## src/rtl/buzzer_arbiter.sv

```systemverilog
// buzzer_arbiter: round-robin owner selection for a single shared buzzer.
//
// Four requesters ask for the buzzer with level-sensitive req bits. One owner
// at a time is granted and plays for at least min_hold en ticks. A contended
// owner is preempted after max_hold ticks. An optional silent gap of gap ticks
// separates consecutive grants. All durations count en strobes, not clocks.
//
// Ports:
//   clk       in   clock; all state changes on its rising edge
//   reset     in   synchronous active-high reset
//   en        in   one-cycle timing strobe used for all hold/gap counting
//   req[3:0]  in   per-requester note request, level-sensitive
//   grant[3:0] out registered one-hot grant, zero when nobody owns the buzzer
//   note_idx  out  registered binary index of the owner, zero when idle
//   tone_en   out  registered, high while playing
//   busy      out  registered, high while playing or in the gap
module buzzer_arbiter #(
  parameter int unsigned min_hold = 8,
  parameter int unsigned max_hold = 32,
  parameter int unsigned gap      = 2
) (
  input  logic       clk,
  input  logic       reset,
  input  logic       en,
  input  logic [3:0] req,
  output logic [3:0] grant,
  output logic [1:0] note_idx,
  output logic       tone_en,
  output logic       busy
);

  localparam logic [7:0] MinHold = 8'(min_hold);
  localparam logic [7:0] MaxHold = 8'(max_hold);
  localparam logic [7:0] GapLen  = 8'(gap);
  localparam bit         HasGap  = (gap != 0);

  typedef enum logic [1:0] {
    StIdle,
    StPlay,
    StGap
  } state_e;

  state_e     state_q;
  logic [7:0] cnt_q;   // en ticks since the current grant started
  logic [7:0] gcnt_q;  // en ticks spent in the gap
  logic [1:0] last_q;  // index of the most recent grant

  // Round-robin search: candidates last+1, last+2, last+3, last (mod 4).
  // Walking the order backwards lets the earliest set candidate win.
  logic [1:0] cand;
  logic [1:0] pick_idx;
  logic       pick_valid;

  always_comb begin
    cand       = last_q;
    pick_idx   = last_q;
    pick_valid = 1'b0;
    for (int k = 4; k >= 1; k--) begin
      cand = last_q + 2'(k);
      if (req[cand]) begin
        pick_idx   = cand;
        pick_valid = 1'b1;
      end
    end
  end

  // Release is judged on the registered tick count, so an en pulse in the
  // same cycle as a release never extends the grant.
  logic own_req;
  logic contention;
  logic release_now;

  always_comb begin
    own_req     = req[note_idx];
    contention  = |(req & ~grant);
    release_now = ((cnt_q >= MinHold) && !own_req) ||
                  ((cnt_q >= MaxHold) && contention);
  end

  always_ff @(posedge clk) begin
    if (reset) begin
      state_q  <= StIdle;
      cnt_q    <= 8'd0;
      gcnt_q   <= 8'd0;
      last_q   <= 2'd3;  // first search after reset starts at index 0
      grant    <= 4'b0000;
      note_idx <= 2'd0;
      tone_en  <= 1'b0;
      busy     <= 1'b0;
    end else begin
      unique case (state_q)
        StIdle: begin
          if (pick_valid) begin
            grant    <= 4'b0001 << pick_idx;
            note_idx <= pick_idx;
            last_q   <= pick_idx;
            cnt_q    <= 8'd0;
            tone_en  <= 1'b1;
            busy     <= 1'b1;
            state_q  <= StPlay;
          end
        end

        StPlay: begin
          if (release_now) begin
            grant    <= 4'b0000;
            note_idx <= 2'd0;
            tone_en  <= 1'b0;
            if (HasGap) begin
              gcnt_q  <= 8'd0;
              busy    <= 1'b1;
              state_q <= StGap;
            end else begin
              busy    <= 1'b0;
              state_q <= StIdle;
            end
          end else if (en && (cnt_q != 8'hFF)) begin
            cnt_q <= cnt_q + 8'd1;
          end
        end

        StGap: begin
          // Requests are ignored here; the gap always runs to completion.
          if (gcnt_q == GapLen) begin
            busy    <= 1'b0;
            state_q <= StIdle;
          end else if (en) begin
            gcnt_q <= gcnt_q + 8'd1;
          end
        end

        default: begin
          grant    <= 4'b0000;
          note_idx <= 2'd0;
          tone_en  <= 1'b0;
          busy     <= 1'b0;
          state_q  <= StIdle;
        end
      endcase
    end
  end

endmodule

```

## config.mk

```make
export PLATFORM = sky130hd
export DESIGN_NAME = buzzer_arbiter
export DESIGN_NICKNAME = d
export VERILOG_FILES = /design/src/rtl/buzzer_arbiter.sv
export SDC_FILE = /design/constraint.sdc
export NUM_CORES = 1
export LEC_CHECK = 0
export BUFFER_PORTS_ARGS = -buffer_cell sky130_fd_sc_hd__buf_4
export CORE_MARGIN = 5
export CORE_UTILIZATION = 57
export DETAILED_ROUTE_END_ITERATION = 10
export PLACE_DENSITY = 0.77
export SLEW_MARGIN = 10
export SYNTH_ARGS = -nofsm -noshare
export SYNTH_HDL_FRONTEND = slang
export SYNTH_SLANG_ARGS = --single-unit
export TNS_END_PERCENT = 1
```

## constraint.sdc

```tcl
create_clock -name clk -period 1.8 [get_ports clk]
set_input_delay 0.36 -clock clk [delete_from_list [all_inputs] [get_ports clk]]
set_output_delay 0.36 -clock clk [all_outputs]
set_load 0.03 [all_outputs]
```

==> out/metrics.cfg <==
[clock_tree]
cts_buffers = 3
cts_sinks = 28
buffers_from_clock_root_to_sink_at_most = 2
clock_tree.root_cell = sky130_fd_sc_hd__clkbuf_4
skew_pair_late_insertion_delay_ns = 0.33
tritoncts = yes
cts.clk_slew.worst_paths_ns = 0.15
cts-htree-levels = 1

[synth]
yosys.cell_types.count = 49
synth_area_sq_um = 1461
yosys.cell_count.top_type = sky130_fd_sc_hd__dfxtp_1
synth.largest_area_cell = sky130_fd_sc_hd__dfxtp_1
postSynthCellCount = 170
ys.warnings.count = 0
synth-main-ff-cell = sky130_fd_sc_hd__dfxtp_1
ys_seq_area_share_pct = 38.36
ys_ff_latch = 28
post-synth-top-area-fraction_pct = 38.36
synth.top_cells.by_area = sky130_fd_sc_hd__dfxtp_1 38%, sky130_fd_sc_hd__nor2_1 5.7%, sky130_fd_sc_hd__xor2_1 4.8%
postSynthNetCount = 181
synth-edff-count = 0
synth_async_sr_flop_share_pct = 0
mean_cell_area_of_the_mapped_netlist_sq_um = 8.596
synth_commonest_cells = 28 x sky130_fd_sc_hd__dfxtp_1, 22 x sky130_fd_sc_hd__nor2_1, 12 x sky130_fd_sc_hd__a21oi_1

[route]
drtPass1Iterations = 4
via_per_inst = 5.825
iter_0_drt_violations = 95
avgRoutedWirePerCell_um = 14.44
drcViolationCount = 0
route.antenna.remaining_nets = 0
drt_wl_total_mm = 3.307
total_via_count_in_the_routed_design = 1334

[place]
numPortBuffers = 14
place_hpwl_mm = 2.534
globalplace.congestion = 0.9207
post-place-ws_ns = -0.1218

[worst_setup_path]
r2r_start = note_idx[1]$_SDFFE_PP0P_
critPathMaxFanout = 3
cp-end-kind = flip-flop
r2r-end = busy$_SDFFE_PP0P_
worst-endpoint-arrival_ns = 2.05
r2r.worst_path.cells = 5
critical_path_required_ns = 2.06
crit_path_start_kind = flip-flop
timing.reg2reg.setup_slack_ns = 0.01
critical_path_max_stage_delay_ns = 0.55
setup.worst_path.class = flip-flop to flip-flop
cp_cell_sequence = mux4_2 -> o21ai_0 -> o21ai_2 -> or2_2 -> a21oi_1
critical-path-slowest-cell = sky130_fd_sc_hd__mux4_2
wp_buf_inv = 0
crit_family = multiplexers

[final_layout]
seqCellArea_sq_um = 564.3
layout-drive-gt1-share_pct = 24.62
fin_nets = 211
flow.area_growth_from_synthesis_pct = 20.29
number_of_inserted_filler_cells_in_the_final_layout = 189
insertedDiodeCount = 0
multiInputGateArea_sq_um = 868.3

[grt]
grt_start_max_net_pins = 16
gr-usage-all-layers_pct = 19.62
grt_antenna_before_repair = 0
globalRouteOverflowTotal = 0
grt_pass1_wl_mm = 5.547
first_global_vias = 1258

[timing]
final.setup.worst_slack_ns = 0.01130
finalSetupViolations = 0
timing.clock.skew_ns = 0.008314
finalWorstPathRequiredPeriod_ns = 1.789
hold_viol = 0
worst_slew_margin_rel_pct = 66.36
worst-slew-pin-transition_ns = 0.5003
final_min_period_over_clock_period_pct = 99.37
final-max-slew-violation-count = 0
fmax_ghz = 0.5591
rsz0062_at_grt = yes

[die]
core_region_area_sq_um = 2455
die_y_um = 60.64
die_area_sq_um = 3677
core.rowCount = 18
die_width_um = 60.64
number_of_top_level_design_ports = 15
initial_core_util_pct = 59.53

[power]
powerDensity_nw_per_um2 = 712.4
ir_drop_mv = 0.6647
leakage_uw = 0.0007121
p_total_uw = 1252

[hold_path]
min_from = reset
holdPathEnd = state_q[0]$_SDFFE_PP0P_
hold_depth = 2
worstHoldPathType = input pin to flip-flop

[flow_run]
drv_cap = 0

[run_status]
status = finished, final reports clean

[layer usage]
metal | track usage (%) | routed length [um]
met2 | 29.16 | 1475
met3 | 3.617 | 166
met4 | 7.121 | 43
met1 | 28.27 | 1622
met5 | 0 | 0
[where the power goes]
part / switching, uW / total, uW / internal [uW]
registers: 32.0 / 682 / 650
clock network: 184 / 308 / 124
logic: 146 / 262 / 115
total: 363 / 1250 / 890
[worst max-delay path by stage]
stage | start | endpoint | slack (ns) | cells after the start
after floorplan | note_idx[1]$_SDFFE_PP0P_ | note_idx[1]$_SDFFE_PP0P_ | 0.007 | 6
after global placement | req[2] | gcnt_q[7]$_SDFFE_PP0P_ | -0.06 | 7
after detailed placement | req[3] | note_idx[1]$_SDFFE_PP0P_ | -0.12 | 7
after CTS | note_idx[1]$_SDFFE_PP0P_ | cnt_q[7]$_SDFFE_PP0P_ | 0.01 | 6
after global routing | note_idx[1]$_SDFFE_PP0P_ | cnt_q[4]$_SDFFE_PP0P_ | -0.08 | 6
final | note_idx[1]$_SDFFE_PP0P_ | busy$_SDFFE_PP0P_ | 0.01 | 5
[logic make-up (layout without fill, tap and decap cells)]
family / Yosys count / after routing / share of synthesized area [%]
buffers and inverters: 13 / 42 / 3.938
multiplexers: 2 / 2 / 2.226
XOR/XNOR: 12 / 12 / 7.192
adder cells (fa/ha/maj): 4 / 4 / 3.425
AO/OA/AOI/OAI: 36 / 36 / 17.13
AND/OR/NAND/NOR: 75 / 75 / 27.74
flip-flops: 28 / 28 / 38.36
[worst reg2reg max path: stages, from the launching register on]
cell and delay (ns):
sky130_fd_sc_hd__dfxtp_4 0.39, sky130_fd_sc_hd__mux4_2 0.55, sky130_fd_sc_hd__o21ai_0 0.23, sky130_fd_sc_hd__o21ai_2 0.10, sky130_fd_sc_hd__or2_2 0.30, sky130_fd_sc_hd__a21oi_1 0.16
[final cells by class]
class / count / area share, %
Clock buffer: 4 / 2.064
Multi-Input combinational cell: 129 / 49.39
Inverter: 9 / 1.922
Tap cell: 30 / 2.135
Sequential cell: 28 / 32.10
Timing Repair Buffer: 29 / 12.38
[cells in the final DEF, fill, tap and decap left out, types with 2 or more instances in the layout]
cell                        synthesis  final
sky130_fd_sc_hd__nand2b_1           4      4
sky130_fd_sc_hd__inv_1              9      9
sky130_fd_sc_hd__o2bb2ai_1          2      2
sky130_fd_sc_hd__a21oi_1           12     12
sky130_fd_sc_hd__buf_4              0     29
sky130_fd_sc_hd__nor4_1             2      2
sky130_fd_sc_hd__ha_1               4      4
sky130_fd_sc_hd__and3_1             5      5
sky130_fd_sc_hd__clkbuf_4           0      3
sky130_fd_sc_hd__nand4b_1           2      2
sky130_fd_sc_hd__xnor2_1            4      4
sky130_fd_sc_hd__nor3_1             4      4
sky130_fd_sc_hd__nor2_1            22     22
sky130_fd_sc_hd__nand3_1            5      5
sky130_fd_sc_hd__xor2_1             8      8
sky130_fd_sc_hd__dfxtp_1           28     27
sky130_fd_sc_hd__nand3b_1           3      3
sky130_fd_sc_hd__o21ai_0            3      3
sky130_fd_sc_hd__nand4_1            6      6
sky130_fd_sc_hd__or2_2              2      2
sky130_fd_sc_hd__a22o_1             3      3
sky130_fd_sc_hd__nand2_1           10     10
sky130_fd_sc_hd__a211o_1            2      2
[timing repair]
action | CTS | global route
hold buffers | 0 | 0
setup endpoints to repair | 2 | 22
buffers inserted | 0 | 0
pin swaps | 0 | 1
cloned | 0 | 0
gates resized for setup | 1 | 4
[through the flow]
stage	setup TNS (ns)	util (%)	cell area, sq um	instances	hold slack, ns
5_1_grt	-0.7873	71.61	1758	229	0.3025
2_1_floorplan	0	-	1463	170	0.4486
3_3_place_gp	-0.3296	69.01	1694	225	0.4605
6_report	0	71.61	1758	229	0.2914
4_1_cts	0	70.80	1738	229	0.2831
3_5_place_dp	-1.378	69.01	1694	225	0.4742
[registers in the layout, summed over array words and instances (netlist names)]
name      flops
note_idx      2
grant         4
state_q       2
tone_en       1
last_q        2
gcnt_q        8
busy          1
cnt_q         8
No activity file was read; power rests on OpenSTA's default activity.
